File: config.mk
export PLATFORM = sky130hd
export DESIGN_NAME = orlink_crc_engine
export DESIGN_NICKNAME = d
export VERILOG_FILES = /design/src/rtl/orlink_crc_engine.sv
export SDC_FILE = /design/constraint.sdc
export NUM_CORES = 1
export LEC_CHECK = 0
export BUFFER_PORTS_ARGS = -buffer_cell sky130_fd_sc_hd__buf_2
export CAP_MARGIN = 10
export CORE_UTILIZATION = 50
export DETAILED_ROUTE_END_ITERATION = 6
export PLACE_DENSITY_LB_ADDON = 0.25
export SKIP_CTS_REPAIR_TIMING = 1
export SLEW_MARGIN = 10
export SYNTH_ARGS = -nofsm -noshare
export SYNTH_HDL_FRONTEND = slang
export SYNTH_SLANG_ARGS = --single-unit
File: constraint.sdc
create_clock -name clk -period 1.9 [get_ports clk]
set_input_delay 0.095 -clock clk [delete_from_list [all_inputs] [get_ports clk]]
set_output_delay 0.095 -clock clk [all_outputs]
set_load 0.02 [all_outputs]
File: src/rtl/orlink_crc_engine.sv
// orlink_crc_engine: frame-aware parametrised CRC generator/checker folding one byte per clock
module orlink_crc_engine #(
  parameter int          CRC_W      = 16,
  parameter logic [31:0] POLY       = 32'h1021,
  parameter logic [31:0] INIT       = 32'hFFFF,
  parameter int          REFIN      = 0,
  parameter int          REFOUT     = 0,
  parameter logic [31:0] XOROUT     = 32'h0000,
  parameter logic [31:0] RESIDUE    = 32'h0000,
  parameter int          DATA_BYTES = 4,
  localparam int         NW         = $clog2(DATA_BYTES) + 1
) (
  input  logic                    clk,
  input  logic                    rst_n,
  input  logic                    in_valid,
  output logic                    in_ready,
  input  logic [8*DATA_BYTES-1:0] in_data,
  input  logic                    in_sof,
  input  logic                    in_eof,
  input  logic [NW-1:0]           in_nbytes,
  input  logic                    in_abort,
  output logic                    busy,
  output logic                    crc_valid,
  output logic [CRC_W-1:0]        crc_out,
  output logic                    crc_ok
);
  typedef enum logic [1:0] {IDLE, RUN, DONE} state_t;
  localparam logic [CRC_W-1:0] P  = POLY[CRC_W-1:0];
  localparam logic [CRC_W-1:0] I0 = INIT[CRC_W-1:0];
  localparam logic [CRC_W-1:0] XO = XOROUT[CRC_W-1:0];
  localparam logic [CRC_W-1:0] RS = RESIDUE[CRC_W-1:0];
  state_t                  state;
  logic [8*DATA_BYTES-1:0] data_q;
  logic [NW-1:0]           n_q, idx_q, n_in;
  logic                    eof_q, upd_q, in_frame, last;
  logic [CRC_W-1:0]        crc_q, crc_nx;
  logic [7:0]              cur;
  function automatic logic [7:0] rev8(input logic [7:0] b);
    for (int i = 0; i < 8; i++) rev8[i] = b[7-i];
  endfunction
  function automatic logic [CRC_W-1:0] revw(input logic [CRC_W-1:0] c);
    for (int i = 0; i < CRC_W; i++) revw[i] = c[CRC_W-1-i];
  endfunction
  function automatic logic [CRC_W-1:0] step(input logic [CRC_W-1:0] c, input logic [7:0] b);
    logic [CRC_W-1:0] r;
    r = c ^ (CRC_W'(b) << (CRC_W - 8));
    for (int i = 0; i < 8; i++) r = r[CRC_W-1] ? ((r << 1) ^ P) : (r << 1);
    return r;
  endfunction
  assign in_ready = (state == IDLE);
  assign busy     = (state == RUN);
  // byte count of the incoming beat, selected byte and next register value
  always_comb begin
    n_in   = (in_eof && in_nbytes != '0 && in_nbytes <= NW'(DATA_BYTES)) ? in_nbytes : NW'(DATA_BYTES);
    cur    = data_q[8*idx_q +: 8];
    crc_nx = step(crc_q, (REFIN != 0) ? rev8(cur) : cur);
    last   = (idx_q + NW'(1) == n_q);
  end
  // frame FSM: accept a beat, fold its bytes one per cycle, publish the result on eof
  always_ff @(posedge clk) begin
    if (!rst_n) begin
      state     <= IDLE;
      crc_q     <= I0;
      in_frame  <= 1'b0;
      crc_valid <= 1'b0;
      crc_out   <= '0;
      crc_ok    <= 1'b0;
      data_q    <= '0;
      n_q       <= '0;
      idx_q     <= '0;
      eof_q     <= 1'b0;
      upd_q     <= 1'b0;
    end else if (in_abort) begin
      state     <= IDLE;
      in_frame  <= 1'b0;
      crc_valid <= 1'b0;
    end else begin
      crc_valid <= 1'b0;
      case (state)
        IDLE: if (in_valid) begin
          data_q <= in_data;
          n_q    <= n_in;
          eof_q  <= in_eof;
          idx_q  <= '0;
          upd_q  <= in_sof || in_frame;
          state  <= RUN;
          if (in_sof) begin
            crc_q    <= I0;
            in_frame <= 1'b1;
          end
        end
        RUN: begin
          if (upd_q) crc_q <= crc_nx;
          idx_q <= idx_q + NW'(1);
          if (last) begin
            state <= (eof_q && upd_q) ? DONE : IDLE;
            if (eof_q && upd_q) begin
              crc_valid <= 1'b1;
              crc_out   <= ((REFOUT != 0) ? revw(crc_nx) : crc_nx) ^ XO;
              crc_ok    <= (crc_nx == RS);
            end
          end
        end
        DONE: begin
          in_frame <= 1'b0;
          state    <= IDLE;
        end
        default: state <= IDLE;
      endcase
    end
  end
endmodule

==> results of run 1 <==
==> area by class of cell <==
cell class,count,area [sq um]
tap,80,100.1
timing repair buffer,111,744.5
clock inverter,5,100.1
clock buffer,10,127.6
multi-input combinational,293,2056
fill,529,2051
inverter,5,18.77
sequential,77,1559
==> final timing paths <==
check / start / to / slack [ns] / cells after the start
worst max-delay path: idx_q[1]$_SDFFE_PN0P_ / crc_ok$_SDFFE_PN0P_ / 0.01 / 8
worst min-delay path: in_data[17] / data_q[17]$_SDFFE_PN0P_ / -0.03 / 3
worst max register to register: idx_q[1]$_SDFFE_PN0P_ / crc_ok$_SDFFE_PN0P_ / 0.01 / 8
worst min register to register: data_q[26]$_SDFFE_PN0P_ / data_q[26]$_SDFFE_PN0P_ / 0.47 / 2
==> kinds of logic after synthesis <==
| family | count (synthesis) |
|---|---|
| AND/OR/NAND/NOR | 147 |
| XOR/XNOR | 44 |
| multiplexers | 17 |
| adder cells (fa/ha/maj) | 1 |
| AO/OA/AOI/OAI | 84 |
| flip-flops | 77 |
| buffers and inverters | 27 |
==> Yosys cell counts, drive strengths merged <==
master   instances  area (sq um)
a2111oi          5         81.33
a211oi           1         12.51
a21oi           53         265.3
a22o             1         8.760
a31oi            1         6.260
buf              8         56.29
clkbuf          14         52.55
dfxtp           77          1541
ha               1         12.51
inv              5         18.77
mux2i           16         160.2
mux4             1         26.28
nand2           80         300.3
nand2b          10         62.56
nand3            4         20.02
nand3b           2         15.01
nand4b           1         8.760
nor2            30         112.6
nor2b            2         15.02
nor3            11         75.07
nor3b            1         7.510
nor4             4         31.28
nor4b            1         8.760
o211ai           1         7.510
o21ai            9         45.04
o22ai            8         56.30
o2bb2ai          3         26.28
o32a             1         10.01
o41ai            1         8.760
or2              1         8.760
xnor2           12         131.4
xor2            32         287.8
==> power by group through the flow <==
stage	clock (mW)	combinational, mW	sequential (mW)
after floorplan	0	0.238	1.71
after global placement	0	0.369	1.72
after detailed placement	0	0.375	1.72
after CTS	1.45	0.379	1.69
after global routing	1.50	0.491	1.70
final	1.44	0.452	1.69
==> cell usage in the layout (no fill, tap or decap), types with 4 or more instances in the layout <==
cell / n
a21oi_1: 53
nor3_1: 6
xor2_2: 8
dlygate4sd3_1: 12
nor3_2: 4
buf_6: 5
nor2_1: 30
buf_2: 60
mux2i_2: 4
clkbuf_8: 9
nand2b_1: 9
buf_4: 32
dfxtp_1: 67
xnor2_2: 8
mux2i_1: 11
nand2_1: 80
a2111oi_4: 4
o22ai_1: 6
dfxtp_2: 8
inv_1: 5
o21ai_0: 8
xor2_1: 24
==> registers in the layout (all words and copies together) (netlist names) <==
signal / flops
eof_q: 1
crc_ok: 1
n_q: 3
crc_q: 16
idx_q: 3
crc_valid: 1
state: 2
in_frame: 1
upd_q: 1
crc_out: 16
data_q: 32
==> per-layer routing <==
layer,vias up,wire length [um],global-route usage
li1,1537,-,-
met5,-,0,0
met2,100,4503,0.3964
met3,16,421,0.03988
met4,0,174,0.1030
met1,1499,3853,0.2910
==> per-stage QoR <==
| step | setup TNS [ns] | hold slack (ns) | instance area (sq um) | util | setup WS, ns |
|---|---|---|---|---|---|
| final | 0 | -0.02796 | 4706 | 0.6965 | 0.01191 |
| after global routing | -0.3062 | 0.0003049 | 4706 | 0.6965 | -0.06602 |
| after CTS | -0.3682 | -0.03267 | 4288 | 0.6346 | -0.1825 |
| after detailed placement | -0.1427 | 0.3405 | 4060 | 0.6009 | -0.1030 |
| after global placement | -0.02209 | 0.3362 | 4060 | 0.6009 | -0.02209 |
| after floorplan | 0 | 0.1860 | 3487 | - | 0.04762 |
==> critical path, stage by stage, from the launching register on <==
cell     delay [ns]
dfxtp_4        0.38
buf_6          0.14
buf_4          0.13
mux2i_2        0.22
o22ai_2        0.13
xor2_2         0.21
nor2_1         0.11
nand3_1        0.11
o41ai_2        0.35
==> impl_metrics.ini, run 1 <==
[drt]
via_count = 3152
vias_per_cell = 5.425
drc = 0
drtIter0Drc = 135
wl_um = 8953
drt-pass1-iter-count = 5
drt-wirelength-per-cell_um = 15.41
ant_nets = 0

[layout]
area_growth_pct = 35.19
drive_above_1_share = 0.3313
nNetsFinal = 539
diodes = 0
fin_cells = 581

[sta]
finalSetupViolCount = 0
whs_ns = -0.02796
fin_crit_sh = 0.9937
fmax_mhz = 529.6
hold_viol = 17
drv_slew = 0
relSlewSlack = 0.6601
worst_pin_slew_ns = 0.5079
rsz0062_at_grt = true
finClkSkew_ns = 0.01303
min_period_ns = 1.888

[flow_run]
drv_cap = 0

[cts]
insertion_delay_ns = 0.36
cts_inserted_buffers = 9
path_clk_slew_ns = 0.08
clock-sinks = 77
clk_path_buf_depth = 2
cts_tree = done
cts_root_buffer = clkbuf_8
cts_max_level = 3

[floorplanning]
fp.dieArea_sq_mm = 0.007299
start_util = 0.5152
boundaryPins = 61
core_area_sq_mm = 0.006756
die_h_um = 85.44
fp.dieW_um = 85.44
row_count = 30

[critical_path]
startpoint_type = flip-flop
cp-end-kind = flip-flop
crit_type = reg -> reg
cp.required_ns = 2.15
worst-path-max-fanout = 7
worstPathArrival_ns = 2.14

[pwr]
ir_worst_vdd_uv = 475.1
p_switching_mw = 0.8542
p_total_mw = 3.583
power.density_mw_per_mm2 = 761.3
pwr-share-comb = 0.126
p_sw_frac = 0.2384
power_leakage_nw = 1.894
p_int_mw = 2.728
p_seq_frac = 0.472
clkPwrFrac = 0.402

[logic_synthesis]
synth_area_sq_mm = 0.003481
syn_avg_cell_area_sq_um = 8.768
muxShareOfSynthArea = 0.05356
synthAdderAreaFrac = 0.003595
synth_compound_area_frac = 0.1517
ys_seq_area_frac = 0.4428
yosys_warnings = 0
yosys.area_share.xor_xnor = 0.1204
synth_top_family_by_area = simple AND/OR/NAND/NOR gates
yosys.area_share.simple = 0.1912
synth-seq-cells = 77
synthCells = 397
synth.distinct_cells = 45
synth_fp_nets = 439

[grt]
grt_pass1_vias = 2872
grt.total_usage = 0.2334
antenna_found_initial = 0
grt_pass1_wl_um = 13420
grt_max_degree = 38
overflow = 0

[worst_hold_path]
hold_path.class = in -> reg

[status]
status = finished with violations
violations = negative hold slack

[place]
dp_hpwl_um = 5708
io_buffers = 60
place.gp.congestion = 0.8810
placed_cells_incl_taps = 550
Power figures use the tool's default switching activity.
==> run 2, diff against run 1 <==
CORE_ASPECT_RATIO = 0.75   (was not set)
CORE_UTILIZATION = 55   (was 50)
clock period = 1.95 ns   (was 1.9 ns; I/O delays follow)
==> run 2 against run 1 <==
- clock skew down 0.0061 ns
- critical path depth down 2
- worst setup slack worse by 0.069 ns
- via count up 5.4%
- critical endpoint is now crc_out[6]$_SDFFE_PN0P_
- the flow finishes with violations (negative hold slack, negative setup slack)
==> impl_metrics.ini, run 2 (synthesized netlist as in run 1, its figures left out) <==
[floorplanning]
core_area_sq_mm = 0.005946
die_h_um = 70.90
fp.dieArea_sq_mm = 0.006654
boundaryPins = 61
fp.dieW_um = 93.86
row_count = 24
start_util = 0.5854

[critical_path]
slowest_stage = dfxtp_2
r2r_slack_ns = -0.06
cp.required_ns = 2.20
startpoint_type = flip-flop
crit_chain = buf_12 > mux2i_1 > a2111oi_4 > xnor2_2 > xor2_1 > a21oi_1
worstPathArrival_ns = 2.25
cpPeakStageDelay_ns = 0.37
crit_type = reg -> reg
worst-path-max-fanout = 16
crit_buf_inv = 1
cp-end-kind = flip-flop
cpLargestDelayFamily = XOR/XNOR gates

[cts]
clk_path_buf_depth = 2
cts_root_buffer = clkbuf_8
insertion_delay_ns = 0.37
cts_inserted_buffers = 9
cts_tree = done
cts_max_level = 3
path_clk_slew_ns = 0.09
clock-sinks = 77

[place]
place.gp.congestion = 0.9063
io_buffers = 60
placed_cells_incl_taps = 535
dp_hpwl_um = 5856

[pwr]
ir_worst_vdd_uv = 472.3
power.density_mw_per_mm2 = 748.1
pwr-share-comb = 0.131
power_leakage_nw = 1.873
clkPwrFrac = 0.401
p_switching_mw = 0.9255
p_seq_frac = 0.468
p_int_mw = 2.589
p_sw_frac = 0.2633

[layout]
area_growth_pct = 34.97
fin_cells = 578
largest_register_ffs = 32
largest_registers = data_q: 32 flops, crc_out: 16 flops, crc_q: 16 flops
drive_above_1_share = 0.2840
top_register = data_q
nNetsFinal = 537
final_common_cell = nand2_1
layout_common_cells = nand2_1 (80), dfxtp_1 (72), buf_2 (60), a21oi_1 (53), nor2_1 (30)
diodes = 0

[grt]
overflow = 0
grt.total_usage = 0.2730
grt_pass1_wl_um = 14030
grt_pass1_vias = 2943
grt_max_degree = 43
antenna_found_initial = 0

[drt]
drc = 0
ant_nets = 0
drt-wirelength-per-cell_um = 17.19
drt-pass1-iter-count = 6
drtIter0Drc = 282
vias_per_cell = 5.747
via_count = 3322
wl_um = 9937

[sta]
fmax_mhz = 498.3
drv_slew = 0
fin_crit_sh = 1.029
hold_viol = 10
finClkSkew_ns = 0.006956
min_period_ns = 2.007
relSlewSlack = 0.6190
rsz0062_at_grt = true
worst_pin_slew_ns = 0.5695
whs_ns = -0.04252
finalSetupViolCount = 7
setup_tns_ns = -0.2184
setup_ws_ns = -0.05699

[flow_run]
drv_cap = 0

[status]
violations = negative hold slack, negative setup slack
status = finished with violations

[worst_hold_path]
hold_path.class = in -> reg
run 2: power groups by stage:
stage	combinational, mW	clock (mW)	sequential [mW]
floorplan	0.232	0	1.67
global placement	0.346	0	1.68
detailed placement	0.354	0	1.68
CTS	0.358	1.41	1.64
global route	0.493	1.47	1.65
finish	0.459	1.41	1.65
run 2: worst paths after layout:
path,from,cells past startpoint,endpoint
worst max register to register,idx_q[1]$_SDFFE_PN0P_,6,crc_out[6]$_SDFFE_PN0P_
worst max-delay path,idx_q[1]$_SDFFE_PN0P_,6,crc_out[6]$_SDFFE_PN0P_
worst min register to register,data_q[1]$_SDFFE_PN0P_,2,data_q[1]$_SDFFE_PN0P_
worst min-delay path,in_data[10],3,data_q[10]$_SDFFE_PN0P_
run 2: routing by layer:
layer	vias to the layer above	share of wire	global-route usage
li1	1535	-	-
met1	1570	0.43	0.3691
met2	174	0.46	0.4209
met3	43	0.077	0.06989
met4	0	0.031	0.1026
met5	-	0	0
run 2: cell type report:
cell class,instances,area [sq um]
inverter,5,18.77
tap,78,97.59
fill,377,1247
sequential,77,1550
timing repair buffer,109,778.2
clock inverter,6,93.84
multi-input combinational,293,2022
clock buffer,10,137.6
run 2: worst reg2reg max path, delay by kind of cell, from the launching register on:
| family | cells | cell delay [ns] |
|---|---|---|
| xor+xnor | 2 | 0.69 |
| flops | 1 | 0.37 |
| buf+inv | 1 | 0.17 |
| compound gates | 2 | 0.28 |
| mux | 1 | 0.38 |
run 2: metrics by stage:
stage          cell area [sq um]    util  total power, mW  setup slack [ns]
5_1_grt                     4698  0.7902            3.618           -0.1535
3_3_place_gp                3985  0.6702            2.025           0.02779
4_1_cts                     4217  0.7092            3.416          -0.09260
6_report                    4698  0.7902            3.515          -0.05699
2_1_floorplan               3487       -            1.903           0.03364
3_5_place_dp                3985  0.6702            2.035          -0.06652
